## src/rtl/la_arb3x2_pkg.sv

```systemverilog
// Shared types and sizes for the 3-requester / 2-unit round-robin arbiter.
package la_arb3x2_pkg;

  localparam int unsigned NREQ  = 3;
  localparam int unsigned NUNIT = 2;
  localparam int unsigned CNT_W = 16;
  localparam int unsigned IDX_W = 2;

  typedef enum logic {
    IDLE = 1'b0,
    BUSY = 1'b1
  } unit_state_e;

  // Requester index arithmetic modulo NREQ; operands are always < NREQ.
  function automatic logic [IDX_W-1:0] idx_add(input logic [IDX_W-1:0] base,
                                               input logic [IDX_W-1:0] step);
    logic [IDX_W:0] sum;
    sum = {1'b0, base} + {1'b0, step};
    return (sum >= 3'(NREQ)) ? IDX_W'(sum - 3'(NREQ)) : IDX_W'(sum);
  endfunction

endpackage

```

## src/rtl/la_arb3x2_pick.sv

```systemverilog
// Rotate-priority picker: first and second pending requesters scanning from ptr.
module la_arb3x2_pick
  import la_arb3x2_pkg::*;
(
  input  logic [NREQ-1:0]  pend,
  input  logic [IDX_W-1:0] ptr,
  output logic             first_vld_c,
  output logic [IDX_W-1:0] first_idx_c,
  output logic             second_vld_c,
  output logic [IDX_W-1:0] second_idx_c
);

  logic [IDX_W-1:0] idx;

  always_comb begin
    first_vld_c  = 1'b0;
    first_idx_c  = '0;
    second_vld_c = 1'b0;
    second_idx_c = '0;
    idx          = '0;
    for (int unsigned i = 0; i < NREQ; i++) begin
      idx = idx_add(ptr, IDX_W'(i));
      if (pend[idx]) begin
        if (!first_vld_c) begin
          first_vld_c = 1'b1;
          first_idx_c = idx;
        end else if (!second_vld_c) begin
          second_vld_c = 1'b1;
          second_idx_c = idx;
        end
      end
    end
  end

endmodule

```

## src/rtl/la_arb3x2.sv

```systemverilog
// Round-robin arbiter sharing two resource units among three requesters.
// Optional hold timeout enabled by defining LA_ARB3X2_TIMEOUT_EN.
module la_arb3x2
  import la_arb3x2_pkg::*;
#(
  parameter string       PROP    = "DEFAULT",
  parameter int unsigned TIMEOUT = 16
) (
  input  logic             clk,
  input  logic             reset,
  input  logic [NREQ-1:0]  req,
  input  logic [NREQ-1:0]  rel,
  output logic [NREQ-1:0]  gnt,
  output logic [NREQ-1:0]  gnt_unit,
  output logic [NUNIT-1:0] busy,
  output logic             avail,
  output logic [NREQ-1:0]  tmo
);

  unit_state_e      st_q  [NUNIT];
  unit_state_e      st_d  [NUNIT];
  logic [IDX_W-1:0] own_q [NUNIT];
  logic [IDX_W-1:0] own_d [NUNIT];
  logic [IDX_W-1:0] ptr_q, ptr_d;
  logic [NREQ-1:0]  gnt_d, gnt_unit_d, tmo_d;
  logic [NUNIT-1:0] busy_d;
  logic             avail_d;
  logic [NREQ-1:0]  pend;
  logic             first_unit;
  logic             first_vld_c, second_vld_c;
  logic [IDX_W-1:0] first_idx_c, second_idx_c;
  logic             unused_cfg;

`ifdef LA_ARB3X2_TIMEOUT_EN
  localparam logic [CNT_W-1:0] HOLD_LAST = CNT_W'(TIMEOUT - 1);
  logic [CNT_W-1:0] cnt_q [NUNIT];
  logic [CNT_W-1:0] cnt_d [NUNIT];
  assign unused_cfg = (PROP == "");
`else
  assign unused_cfg = (PROP == "") | (TIMEOUT == 0);
`endif

  assign pend    = req & ~gnt;
  assign avail_d = (|pend) & (|(~busy));

  la_arb3x2_pick u_pick (
    .pend         (pend),
    .ptr          (ptr_q),
    .first_vld_c  (first_vld_c),
    .first_idx_c  (first_idx_c),
    .second_vld_c (second_vld_c),
    .second_idx_c (second_idx_c)
  );

  // Releases act on units busy now; grants only use units already idle now.
  always_comb begin
    st_d       = st_q;
    own_d      = own_q;
    ptr_d      = ptr_q;
    tmo_d      = '0;
    gnt_d      = '0;
    gnt_unit_d = '0;
    busy_d     = '0;
    first_unit = 1'b0;
`ifdef LA_ARB3X2_TIMEOUT_EN
    cnt_d      = cnt_q;
`endif
    for (int k = 0; k < NUNIT; k++) begin
      if (st_q[k] == BUSY) begin
        if (rel[own_q[k]]) begin
          st_d[k] = IDLE;
`ifdef LA_ARB3X2_TIMEOUT_EN
        end else if (cnt_q[k] == HOLD_LAST) begin
          st_d[k]             = IDLE;
          tmo_d[own_q[k]]     = 1'b1;
        end else begin
          cnt_d[k] = cnt_q[k] + CNT_W'(1);
`endif
        end
      end
    end
    if (first_vld_c && (st_q[0] == IDLE || st_q[1] == IDLE)) begin
      first_unit        = (st_q[0] == IDLE) ? 1'b0 : 1'b1;
      st_d[first_unit]  = BUSY;
      own_d[first_unit] = first_idx_c;
      ptr_d             = idx_add(first_idx_c, IDX_W'(1));
`ifdef LA_ARB3X2_TIMEOUT_EN
      cnt_d[first_unit] = '0;
`endif
      if (second_vld_c && st_q[0] == IDLE && st_q[1] == IDLE) begin
        st_d[1]  = BUSY;
        own_d[1] = second_idx_c;
        ptr_d    = idx_add(second_idx_c, IDX_W'(1));
`ifdef LA_ARB3X2_TIMEOUT_EN
        cnt_d[1] = '0;
`endif
      end
    end
    for (int k = 0; k < NUNIT; k++) begin
      if (st_d[k] == BUSY) begin
        busy_d[k]            = 1'b1;
        gnt_d[own_d[k]]      = 1'b1;
        gnt_unit_d[own_d[k]] = 1'(k);
      end
    end
  end

  always_ff @(posedge clk) begin
    if (reset) begin
      st_q     <= '{default: IDLE};
      own_q    <= '{default: '0};
      ptr_q    <= '0;
      gnt      <= '0;
      gnt_unit <= '0;
      busy     <= '0;
      avail    <= 1'b0;
      tmo      <= '0;
`ifdef LA_ARB3X2_TIMEOUT_EN
      cnt_q    <= '{default: '0};
`endif
    end else begin
      st_q     <= st_d;
      own_q    <= own_d;
      ptr_q    <= ptr_d;
      gnt      <= gnt_d;
      gnt_unit <= gnt_unit_d;
      busy     <= busy_d;
      avail    <= avail_d;
      tmo      <= tmo_d;
`ifdef LA_ARB3X2_TIMEOUT_EN
      cnt_q    <= cnt_d;
`endif
    end
  end

endmodule

```

## config.mk

```make
export PLATFORM = sky130hd
export DESIGN_NAME = la_arb3x2
export DESIGN_NICKNAME = d
export VERILOG_FILES = /design/src/rtl/la_arb3x2_pkg.sv /design/src/rtl/la_arb3x2_pick.sv /design/src/rtl/la_arb3x2.sv
export SDC_FILE = /design/constraint.sdc
export NUM_CORES = 1
export LEC_CHECK = 0
export ABC_AREA = 1
export CORE_MARGIN = 3
export CORE_UTILIZATION = 50
export CTS_CLUSTER_DIAMETER = 40
export DETAILED_ROUTE_END_ITERATION = 10
export PLACE_DENSITY = 0.88
export SLEW_MARGIN = 20
export SYNTH_ARGS = -nofsm -noshare
export SYNTH_HDL_FRONTEND = slang
export SYNTH_HIERARCHICAL = 1
export SYNTH_SLANG_ARGS = --single-unit
export TNS_END_PERCENT = 1
```

## constraint.sdc

```tcl
create_clock -name clk -period 4.8 [get_ports clk]
set_input_delay 0.96 -clock clk [delete_from_list [all_inputs] [get_ports clk]]
set_output_delay 0.96 -clock clk [all_outputs]
set_load 0.02 [all_outputs]
```

Word level (Yosys, flattened, before mapping)
Index checks and enable logic that the tools add are counted.
Word-level totals
  flip-flop bits (word level): 17
  output and inout port bits: 12
Operators by class
  magnitude comparators: 16
  multiplexer cells: 55
  bitwise operators: 10
  reduce and logical (&&, ||, !) cells: 10
  add/sub/neg operators: 9
Operators with widths (count)
  $mux W2: 19
  $mux W1: 23
  $lt A2 B3 Y1 const B: 7
  $ge A3 B2 Y1 const B: 4
  $bmux W1 S2: 5
  $sub A2 B2 Y2 const B: 5
  $add A2 B1 Y3 const B: 3
  $logic_and A1 B1 Y1: 6
  $mux W3: 2
  $bwmux W4: 1
  $demux W1 S2: 2
  $ge A2 B1 Y1 const B: 2
  $ge A2 B2 Y1 const B: 2
  $mux W4: 1
  $reduce_or A2 Y1: 2
  $add A2 B2 Y3 const B: 1
  $and A3 B3 Y3: 1
  $not A1 Y1: 3
  $not A3 Y3: 1
  $or A3 B3 Y3: 1
  $reduce_or A3 Y1: 1
  $demux W2 S1: 1
  $lt A2 B1 Y1 const B: 1
  $not A1 Y2: 1
  5 further kinds: 5

Longest topological paths before layout
Gate-level depths: netlist (run 1).
  depth after elaboration: 20
  mapped depth: 19
  depth with buffers taken out: 19

Modules after synthesis
Netlist (run 1), hierarchy kept.
Modules (own cells, without submodules)
  la_arb3x2: sequential area each 300.3 um^2, instances 1, cells each 128, area an instance 815.8 um^2
  la_arb3x2_pick: sequential area each 0.0 um^2, instances 1, cells each 59, area an instance 296.5 um^2

Least setup slack after synthesis (run 1)
OpenSTA, ideal clock, no wires.
  kind: in2reg
  from: input req[1]
  to: register gnt[0]
  arrival time: 2.471 ns
  setup time: 0.113 ns
  stages: 17
  setup slack: 2.216 ns
  path through: inv_1 > nor2_1 > nand2_1 > nand3_1 > nand2_2 > nand2_2 > inv_2 > a21oi_1 > inv_1 > o21ai_1 > nand2_2 > nand2_1 > nand2_2 > nand2_1 > clkinv_1 > nand2_2 > nand2_1
Between the ends
  cells in the longest elaborated chain, start to end: 18
  elaborated cells between the ends (all ways): 45
  those cells by class: order compare: 4; mux: 34; bitwise: 2; reduce/logical: 5
RTL lines
  from (decl): RTL line la_arb3x2.sv:11  | input logic [NREQ-1:0] req,
  $and A3 B3 Y3 *: RTL line la_arb3x2.sv:43  | assign pend = req & ~gnt;
  named net pend[1]: RTL line la_arb3x2.sv:28  | logic [NREQ-1:0] pend;
  $bmux W1 S2: RTL line la_arb3x2_pick.sv:23  | if (pend[idx]) begin
  $mux W1 (not written as such): RTL line la_arb3x2_pick.sv:23
  $mux W1: RTL line la_arb3x2_pick.sv:23
  $mux W1: RTL line la_arb3x2_pick.sv:24  | if (!first_vld_c) begin
  $mux W1: RTL line la_arb3x2_pick.sv:23
  $mux W1: RTL line la_arb3x2_pick.sv:24
  (+1 left out)
  named net second_vld_c: RTL line la_arb3x2.sv:30  | logic first_vld_c, second_vld_c;
  (+2 left out)
  $mux W2: RTL line la_arb3x2.sv:90  | if (second_vld_c && st_q[0] == IDLE && st_q[1] == IDLE) begin
  $mux W4: RTL line la_arb3x2.sv:82  | if (first_vld_c && (st_q[0] == IDLE || st_q[1] == IDLE)) begin
  $lt A2 B3 Y1 (not written as such) or $ge A2 B1 Y1 (tied branches): RTL line la_arb3x2.sv:102  | gnt_d[own_d[k]] = 1'b1;
  $logic_and A1 B1 Y1 (not written as such): RTL line la_arb3x2.sv:102
  $mux W1 (not written as such): RTL line la_arb3x2.sv:102
  $demux W1 S2: RTL line la_arb3x2.sv:102
  $or A3 B3 Y3 (no line)
  $mux W3 *: RTL line la_arb3x2.sv:100  | if (st_d[k] == BUSY) begin
  to (signal assigned): RTL line la_arb3x2.sv:125  | gnt <= gnt_d;
  to (decl): RTL line la_arb3x2.sv:13  | output logic [NREQ-1:0] gnt,
The timed path passes the listed nets; every way through them passes the cells marked *. The select of a mux whose other input is x is not followed.
A chain may end at the register's enable or synchronous reset.

Worst setup path after layout (run 1)
Same ends and word-level chain as after synthesis.

==> reports/results.tsv, run 1 <==
stage	metric	value	unit
pwr	power.share.clock	7.3	%
sta	rsz0062_at_grt	no	
clock_tree	ctsHoldBuffers	0	
routing	wire_per_inst	10.3	µm
clock_tree	clk_latency	290	ps
pwr	pwr-share-seq	20.4	%
floorplan	chipWidth	53.2	µm
worst_setup_path	worst_ep_required_time	4990	ps
worst_setup_path	cp_max_fo	7	
routing	vias	1137	
layout	antenna_cells	0	
yosys	seq_area_frac_synth	27.0	%
pwr	internal-power	461	µW
yosys	ys_types	21	
yosys	syn-cell-area	1110	µm²
placed_design	portBuffers	16	
yosys	synth_top_family_by_area	simple AND/OR/NAND/NOR gates	
routing	ant_nets	0	
worst_setup_path	critPathLaunchType	primary input	
floorplan	rows	16	
yosys	avgSynthCellArea	5.95	µm²
worst_setup_path	worst-setup-path-type	in -> reg	
yosys	synth_fa_ha_area_share	5.62	%
yosys	yosys-top-cells-area	dfxtp_1, nand2_1, inv_1	
sta	fin_worst_skew	5.42	ps
routing	drtIter0Drc	37	
yosys	synth_compound_area_share	8.32	%
global_routing	antenna_found_initial	0	
placed_design	dpl.cell_count	229	
clock_tree	cts_inserted_buffers	3	
layout	fillCellCount	186	
worst_setup_path	crit_slowest_cell	clkdlybuf4s50_1	
placed_design	dp_hpwl	1930	µm
yosys	synth_top_area_share	27.0	%
sta	finalSetupTns	0	ps
sta	fin_crit	3060	ps
pwr	leakagePower	0.743	nW
clock_tree	postCtsSetupBuffers	0	
worst_setup_path	critPathArrivalTime	3250	ps
min_path	hold_path_class	reg -> reg	
pwr	vdd_ir_drop_max	0.000491	V
yosys	synthMuxAreaShare	0	%
floorplan	core	2040	µm²
layout	synthToLayoutAreaGrowth	18.6	%
floorplan	die_h	53.2	µm
clock_tree	htree_levels	1	
layout	instances_no_fill	233	
routing	drc	0	
yosys	yosys_register_bits	15	
sta	slew_viol_final	0	
global_routing	grt_pass1_wl	3940	µm
clock_tree	clockBufferDepth	2	
layout	final_cell_mix	nand2_1, inv_1, nand3_1	
clock_tree	cts-root-buf	clkbuf_4	
outcome	status	finished, final reports clean	
routing	drt_first_pass_iters	5	
layout	nNetsFinal	220	
worst_setup_path	slowest_delay	460	ps
worst_setup_path	endpoint_kind	register	
job	maxCapViolCount	0	
placed_design	pre_cts_slack	1460	ps
pwr	power.density	773	nW/µm²
yosys	synth.largest_area_cell	dfxtp_1	
worst_setup_path	cp_common_cell	nand2_2	
routing	vias_per_cell	4.88	
global_routing	grt_max_degree	10	
sta	setup_slack	1740	ps
clock_tree	clkTransAtPathRegs	100	ps
floorplan	ioPinCount	20	
global_routing	grt_pass1_vias	971	
sta	fmax	0.327	GHz
layout	layout.cells.most_common	nand2_1	
yosys	yosysWarningCount	6	
yosys	syn-instance-count	187	
global_routing	grt-ovfl-total	0	
floorplan	dieArea	2830	µm²
clock_tree	cts_tree	done	
pwr	combPwrFrac	72.3	%
pwr	p_sw	558	µW
clock_tree	ctsResizeCount	0	
sta	worst_hold_slack	551	ps
sta	setup-violations-final	0	
clock_tree	clock_sinks	15	
pwr	switching_share	54.8	%
worst_setup_path	path_cells	clkdlybuf4s50_1 > inv_1 > nor2_1 > nand2_1 > nand3_1 > nand2_2 > nand2_2 > inv_2 > a21oi_1 > inv_1 > o21ai_1 > nand2_2 > nand2_1 > nand2_2 > nand2_1 > clkinv_1 > nand2_2 > nand2_1	
sta	finalHoldViolCount	0	
layout	drive_gt1_share	12.6	%
floorplan	start_util	54.5	%
routing	drt-total-wl	2390	µm
yosys	synth_xor_area_share	0	%
sta	period_share	63.8	%
placed_design	gp_congestion	0.957	
global_routing	grt_use_total	18.9	%
yosys	synthSimpleGateAreaFrac	43.0	%
-- layout make-up --
type	count	area, µm²	share of cell area, %
inverter	40	153	11.6
tap	27	33.8	2.56
clock buffer	3	22.5	1.71
multi-input combinational	131	644	48.9
clock inverter	1	5.00	0.380
sequential	15	300	22.8
timing repair buffer	16	160	12.1
-- routing by layer --
layer  wire, µm  part of all wire, %  track usage, %  up-vias
met3        237                  9.9            7.04        4
met4         16                 0.67            3.40        0
met1       1010                   42            21.7      481
met2       1130                   47            33.5       49
met5          0                    0               0        -
li1           -                    -               -      603
-- cells by family (layout without fill, tap and decap cells) --
logic type               count (synthesis)  count (layout)
AO/OA/AOI/OAI                           17              17
AND/OR/NAND/NOR                        106             106
other                                    1               3
flip-flops                              15              15
adder cells (fa/ha/maj)                  5               5
buffers and inverters                   43              60
-- power groups by stage --
stage                     Sequential (mW)  Combinational [mW]  Clock [mW]
after floorplan                     0.229               0.550           0
after global placement              0.209               0.706           0
after detailed placement            0.210               0.732           0
after CTS                           0.207               0.734      0.0752
after global routing                0.212               0.844      0.0789
final                               0.207               0.737      0.0743
-- critical path: cells and delay by family --
kind	cells	cell delay [ps]
compound gates	2	440
simple gates	11	1150
buf+inv	5	700
-- synthesized netlist by cell type --
library cell and n:
nand2_1 59, inv_1 30, nand3_1 18, dfxtp_1 15
nor2_1 12, nand2_2 9, inv_2 7, o21ai_1 7
a21oi_1 5, ha_1 5, nand3_2 4, buf_4 3
clkinv_1 2, nand4_1 2, o211ai_1 2, o21ai_0 2
conb_1 1, inv_4 1, nor2_2 1, o31ai_1 1
or2_0 1
-- final timing paths --
kind / from / end / slack (ps) / cells past startpoint
min: ptr_q[1]$_SDFFE_PP0P_ / ptr_q[1]$_SDFFE_PP0P_ / 550 / 2
max: req[1] / gnt[0]$_SDFF_PP0_ / 1740 / 18
max reg2reg: ptr_q[0]$_SDFFE_PP0P_ / gnt[0]$_SDFF_PP0_ / 2370 / 18
min reg2reg: ptr_q[1]$_SDFFE_PP0P_ / ptr_q[1]$_SDFFE_PP0P_ / 550 / 2
-- per-stage QoR --
stage	util (%)	power, mW	instance area [µm²]
2_1_floorplan	-	0.779	1120
3_3_place_gp	63.2	0.915	1290
3_5_place_dp	63.2	0.942	1290
4_1_cts	64.6	1.02	1320
5_1_grt	64.6	1.13	1320
6_report	64.6	1.02	1320
-- flip-flops by register name, summed over array words and instances (netlist names) --
register  count
gnt_unit      3
gnt           3
busy          1
ptr_q         2
own_q         4
avail         1
st_q          1
Power figures use the tool's default switching activity.
==> run 2: changes to the inputs <==
==> constraint.sdc (replaced) <==
create_clock -name clk -period 2.95 [get_ports clk]
set_input_delay 0.59 -clock clk [delete_from_list [all_inputs] [get_ports clk]]
set_output_delay 0.59 -clock clk [all_outputs]
set_load 0.02 [all_outputs]
==> run 2 against run 1 <==
Against the previous run: count of clock-buffer cells in the layout unchanged; total power grew 68%; cell count increased by 0.43%; critical endpoint unchanged; global-route usage is 1.1 points higher; largest power group unchanged; largest cell class unchanged; hold slack better by 7.3 ps.
==> reports/results.tsv, run 2 (synthesized netlist as in run 1, its figures left out) <==
stage	metric	value	unit	change
outcome	status	finished, final reports clean		
floorplan	rows	16		unchanged
layout	final_cell_mix	nand2_1, inv_1, nand3_1		
worst_setup_path	critPathLaunchType	primary input		
floorplan	chipWidth	53.2	µm	unchanged
pwr	leakagePower	0.748	nW	+0.67%
layout	drive_gt1_share	13.0	%	+0.42 points
layout	synthToLayoutAreaGrowth	19.2	%	
global_routing	grt_max_degree	10		unchanged
min_path	min_to	ptr_q[1]$_SDFFE_PP0P_		
global_routing	grt-ovfl-total	0		unchanged
routing	wire_per_inst	10.8	µm	+5.0%
layout	final_util	65.0	%	+0.37 points
placed_design	postPlaceCellArea	1300	µm²	+0.58%
global_routing	grt_pass1_wl	4130	µm	+4.9%
sta	period_share	85.2	%	
global_routing	grt_util_met1	24.5	%	+2.8 points
sta	setup_slack	436	ps	-1300 ps
global_routing	top_usage_layer	met2		
pwr	power.density	1290	nW/µm²	+67%
clock_tree	htree_levels	1		unchanged
sta	fin_crit	2510	ps	
routing	drc	0		unchanged
layout	layout.cells.most_common	nand2_1		
layout	instances_no_fill	234		+0.43%
layout	register_area	300	µm²	unchanged
worst_setup_path	reg2reg_depth	18		unchanged
global_routing	grt_use_total	20.1	%	+1.1 points
min_path	hold_path_class	reg -> reg		
layout	multi_input_area	644	µm²	unchanged
placed_design	dp_hpwl	1980	µm	+3.0%
clock_tree	cts_tree	done		
floorplan	ioPinCount	20		unchanged
pwr	vdd_ir_drop_max	0.000675	V	+37%
routing	drt-total-wl	2520	µm	+5.5%
placed_design	dpl.cell_count	230		+0.44%
layout	regMostFlops	own_q		
sta	setup-violations-final	0		unchanged
sta	finalHoldViolCount	0		unchanged
job	maxCapViolCount	0		unchanged
clock_tree	clock_sinks	15		unchanged
routing	vias	1150		+1.1%
clock_tree	clk_latency	290	ps	about the same
sta	slew_viol_final	0		unchanged
clock_tree	postCtsSetupBuffers	0		unchanged
global_routing	antenna_found_initial	0		unchanged
layout	fillCellCount	181		-2.7%
layout	top_regs	own_q (4), gnt (3), gnt_unit (3)		
floorplan	core	2040	µm²	unchanged
clock_tree	clockBufferDepth	2		unchanged
layout	nNetsFinal	221		+0.45%
placed_design	portBuffers	16		unchanged
clock_tree	ctsHoldBuffers	0		unchanged
clock_tree	cts_inserted_buffers	3		unchanged
worst_setup_path	worst_ep_required_time	3150	ps	-1840 ps
sta	fin_worst_skew	3.70	ps	-1.72 ps
layout	antenna_cells	0		unchanged
routing	ant_nets	0		unchanged
placed_design	pre_cts_slack	162	ps	-1290 ps
floorplan	die_h	53.2	µm	unchanged
sta	rsz0062_at_grt	no		
floorplan	dieArea	2830	µm²	unchanged
min_path	hp-start	ptr_q[1]$_SDFFE_PP0P_		
min_path	hold_depth	2		unchanged
global_routing	use_met3	5.63	%	-1.4 points
routing	drtIter0Drc	32		-14%
worst_setup_path	critPathArrivalTime	2710	ps	-540 ps
layout	largest_register_ffs	4		unchanged
worst_setup_path	r2r_slack	640	ps	-1730 ps
worst_setup_path	r2r_start	ptr_q[0]$_SDFFE_PP0P_		
layout	design_area	1330	µm²	+0.57%
routing	vias_per_cell	4.91		+0.71%
worst_setup_path	cp_max_fo	7		unchanged
global_routing	grt_use_met2	33.5	%	unchanged
routing	drt_first_pass_iters	5		unchanged
placed_design	gp_congestion	0.901		-5.9%
floorplan	start_util	54.5	%	unchanged
sta	fmax	0.398	GHz	
clock_tree	cts-root-buf	clkbuf_4		
worst_setup_path	r2r_end	gnt[0]$_SDFF_PP0_		
worst_setup_path	endpoint_kind	register		
sta	finalSetupTns	0	ps	unchanged
worst_setup_path	worst-setup-path-type	in -> reg		
global_routing	grt_pass1_vias	1034		+6.5%
clock_tree	clkTransAtPathRegs	100	ps	about the same
clock_tree	ctsResizeCount	0		unchanged
run 2: area by class of cell:
cell class | count | share of cell area, %
flip-flops and latches | 15 | 22.6
repair buffers | 17 | 12.6
clock inverters | 1 | 0.377
multi-input cells | 131 | 48.6
clock buffers | 3 | 1.70
inverters | 40 | 11.5
well taps | 27 | 2.55
run 2: critical path, cell delays in order:
cell	delay, ps
clkdlybuf4s50_1	450
inv_1	30
nor2_1	320
nand2_1	90
nand3_1	120
nand2_2	90
nand2_2	100
inv_2	50
a21oi_1	160
inv_1	70
o21ai_1	150
nand2_2	80
nand2_1	70
nand2_2	70
nand2_1	80
clkinv_1	80
nand2_2	60
nand2_1	40
run 2: per-stage QoR:
step                hold WS [ps]  total power [mW]
global placement             519              1.51
CTS                          564              1.70
detailed placement           540              1.57
floorplan                    488              1.27
global route                 593              1.89
finish                       559              1.71
run 2: routing by layer:
layer  share of wire [%]  wire (µm)
met2                  48       1210
met1                  44       1100
met5                   0          0
met3                 7.1        180
met4                 1.1         28
run 2: where the power goes:
part	switching, mW	internal (mW)
registers	0.0595	0.277
logic	0.811	0.442
clock network	0.0733	0.0505
run 2: worst max-delay path by stage:
stage | start | to | slack [ps]
after floorplan | req[1] | gnt[0]$_SDFF_PP0_ | 740
after global placement | req[1] | gnt[0]$_SDFF_PP0_ | 240
after detailed placement | req[1] | gnt[2]$_SDFF_PP0_ | 160
after CTS | req[1] | gnt[0]$_SDFF_PP0_ | 450
after global routing | req[1] | gnt[0]$_SDFF_PP0_ | 220
final | req[1] | gnt[0]$_SDFF_PP0_ | 440
==> run 3: changes to the inputs <==
--- a/config.mk
+++ b/config.mk
@@ -7,10 +7,10 @@
 export LEC_CHECK = 0
 export ABC_AREA = 1
 export CORE_MARGIN = 3
-export CORE_UTILIZATION = 50
+export CORE_UTILIZATION = 38
 export CTS_CLUSTER_DIAMETER = 40
 export DETAILED_ROUTE_END_ITERATION = 10
-export PLACE_DENSITY = 0.88
+export PLACE_DENSITY = 0.72
 export SLEW_MARGIN = 20
 export SYNTH_ARGS = -nofsm -noshare
 export SYNTH_HDL_FRONTEND = slang
==> run 3 against run 2 <==
Against the previous run: worst setup slack improved by 44 ps; die area is 28% higher; sequential cell count unchanged; total power shrank 2.4%; global-route usage decreased by 5.6 points; critical path depth unchanged; register-to-register slack improved by 60 ps; clock skew shrank 1.2 ps; hold slack got worse by 26 ps; first-iteration DRC count grew 31%; cell count up 1.7%; largest power group unchanged.
==> reports/results.tsv, run 3 (synthesized netlist as in run 1, its figures left out) <==
stage	metric	value	unit	change
pwr	power.density	1250	nW/µm²	-3.2%
sta	rsz0062_at_grt	no		
sta	finalSetupTns	0	ps	unchanged
routing	wire_per_inst	9.68	µm	-10%
clock_tree	cts-root-buf	clkbuf_4		
routing	drt_first_pass_iters	4		-1
worst_setup_path	critPathArrivalTime	2660	ps	-50 ps
floorplan	start_util	42.2	%	-12 points
routing	vias_per_cell	4.72		-3.9%
clock_tree	clock_sinks	15		unchanged
global_routing	grt_pass1_wl	3930	µm	-4.8%
job	maxCapViolCount	0		unchanged
floorplan	chipWidth	60.1	µm	+13%
layout	synthToLayoutAreaGrowth	20.2	%	
worst_setup_path	worst-setup-path-type	in -> reg		
routing	drt-total-wl	2300	µm	-8.6%
layout	antenna_cells	0		unchanged
floorplan	dieArea	3610	µm²	+28%
worst_setup_path	r2r_end	gnt[0]$_SDFF_PP0_		
worst_setup_path	crit_start	req[2]		
layout	fillCellCount	269		+49%
worst_setup_path	cp_max_fo	4		-3
global_routing	grt_max_degree	10		unchanged
global_routing	grt_pass1_vias	962		-7.0%
sta	finalHoldViolCount	0		unchanged
placed_design	portBuffers	16		unchanged
worst_setup_path	r2r_start	ptr_q[0]$_SDFFE_PP0P_		
worst_setup_path	crit_slowest_cell	clkdlybuf4s50_1		
worst_setup_path	worst_ep_required_time	3140	ps	about the same
sta	period_share	83.7	%	-1.5 points
sta	fmax	0.405	GHz	+1.8%
worst_setup_path	path_cells	clkdlybuf4s50_1 > inv_1 > nor2_1 > inv_1 > o21ai_1 > nand2_2 > nand2_2 > inv_2 > a21oi_1 > inv_1 > o21ai_1 > nand2_2 > nand2_1 > nand2_2 > nand2_1 > clkinv_1 > nand2_2 > nand2_1		
routing	drtIter0Drc	42		+31%
placed_design	gp_congestion	0.886		-1.6%
clock_tree	clk_latency	290	ps	about the same
global_routing	grt-ovfl-total	0		unchanged
routing	vias	1124		-2.3%
placed_design	dp_hpwl	1900	µm	-4.2%
layout	regMostFlops	own_q		
layout	nNetsFinal	222		+0.45%
layout	final_cell_mix	nand2_1, inv_1, nand3_1		
routing	ant_nets	0		unchanged
pwr	design_power_total	1.67	mW	-2.4%
min_path	hold_path_class	reg -> reg		
clock_tree	postCtsSetupBuffers	0		unchanged
floorplan	rows	18		+2
clock_tree	htree_levels	1		unchanged
sta	setup-violations-final	0		unchanged
pwr	leakagePower	0.753	nW	+0.66%
worst_setup_path	cp_common_cell	nand2_2		
pwr	vdd_ir_drop_max	0.000666	V	-1.3%
worst_setup_path	reg2reg_depth	18		unchanged
worst_setup_path	r2r_slack	700	ps	+60 ps
worst_setup_path	critPathLaunchType	primary input		
sta	worst_hold_slack	533	ps	-25.7 ps
floorplan	ioPinCount	20		unchanged
clock_tree	ctsResizeCount	0		unchanged
clock_tree	clkTransAtPathRegs	90	ps	about the same
worst_setup_path	slowest_delay	450	ps	about the same
layout	instances_no_fill	238		+1.7%
global_routing	grt_use_total	14.5	%	-5.6 points
layout	drive_gt1_share	13.5	%	+0.42 points
layout	largest_register_ffs	4		unchanged
floorplan	die_h	60.1	µm	+13%
sta	fin_worst_skew	2.49	ps	-1.22 ps
worst_setup_path	endpoint	gnt[0]$_SDFF_PP0_		
layout	top_regs	own_q (4), gnt (3), gnt_unit (3)		
clock_tree	clockBufferDepth	2		unchanged
outcome	status	finished, final reports clean		
placed_design	dpl.cell_count	234		+1.7%
routing	drc	0		unchanged
layout	final_util	50.8	%	-14 points
sta	slew_viol_final	0		unchanged
clock_tree	cts_tree	done		
layout	layout.cells.most_common	nand2_1		
global_routing	antenna_found_initial	0		unchanged
sta	fin_crit	2470	ps	-43.8 ps
clock_tree	ctsHoldBuffers	0		unchanged
worst_setup_path	endpoint_kind	register		
floorplan	core	2640	µm²	+29%
clock_tree	cts_inserted_buffers	3		unchanged
-- run 3: cell types whose count changed in the layout (fill, tap and decap cells not counted), sizes merged --
cell  delta
buf      +1
-- run 3: worst min-delay path by stage --
stage                               start                    end  slack, ps  depth (start not counted)
detailed placement  ptr_q[1]$_SDFFE_PP0P_  ptr_q[1]$_SDFFE_PP0P_        520                          2
floorplan           ptr_q[1]$_SDFFE_PP0P_  ptr_q[1]$_SDFFE_PP0P_        490                          2
global placement    ptr_q[1]$_SDFFE_PP0P_  ptr_q[1]$_SDFFE_PP0P_        510                          2
CTS                 ptr_q[1]$_SDFFE_PP0P_  ptr_q[1]$_SDFFE_PP0P_        540                          2
finish              ptr_q[1]$_SDFFE_PP0P_  ptr_q[1]$_SDFFE_PP0P_        530                          2
global route        ptr_q[1]$_SDFFE_PP0P_  ptr_q[1]$_SDFFE_PP0P_        560                          2
-- run 3: report_power, final --
part	switching [mW]	total, mW	internal (mW)
Combinational	0.776	1.22	0.446
Clock	0.0655	0.116	0.0505
Sequential	0.0577	0.335	0.277
Total	0.899	1.67	0.774
-- run 3: area by class of cell --
type	instances	area [µm²]	area share, %
clock inverters	1	5.00	0.374
flip-flops and latches	15	300	22.5
multi-input cells	131	644	48.2
repair buffers	18	175	13.1
inverters	40	153	11.4
well taps	30	37.5	2.81
clock buffers	3	22.5	1.68
-- run 3: critical path: cells and delay by family --
kind	cells	cell delay [ps]
AO/OA/AOI/OAI	3	460
AND/OR/NAND/NOR	9	810
buffers and inverters	6	800
-- run 3: per-layer routing --
metal  vias up  GRT usage, %  share of wire (%)
li1        611             -                  -
met1       478          19.6                 50
met2        31          22.1                 43
met3         4          3.89                5.6
met4         0          4.75                1.1
met5         -             0                  0
-- run 3: metrics by stage --
step | setup slack, ps | instance area [µm²]
after floorplan | 736 | 1120
after global placement | 140 | 1310
after detailed placement | 169 | 1310
after CTS | 469 | 1340
after global routing | 239 | 1340
final | 480 | 1340
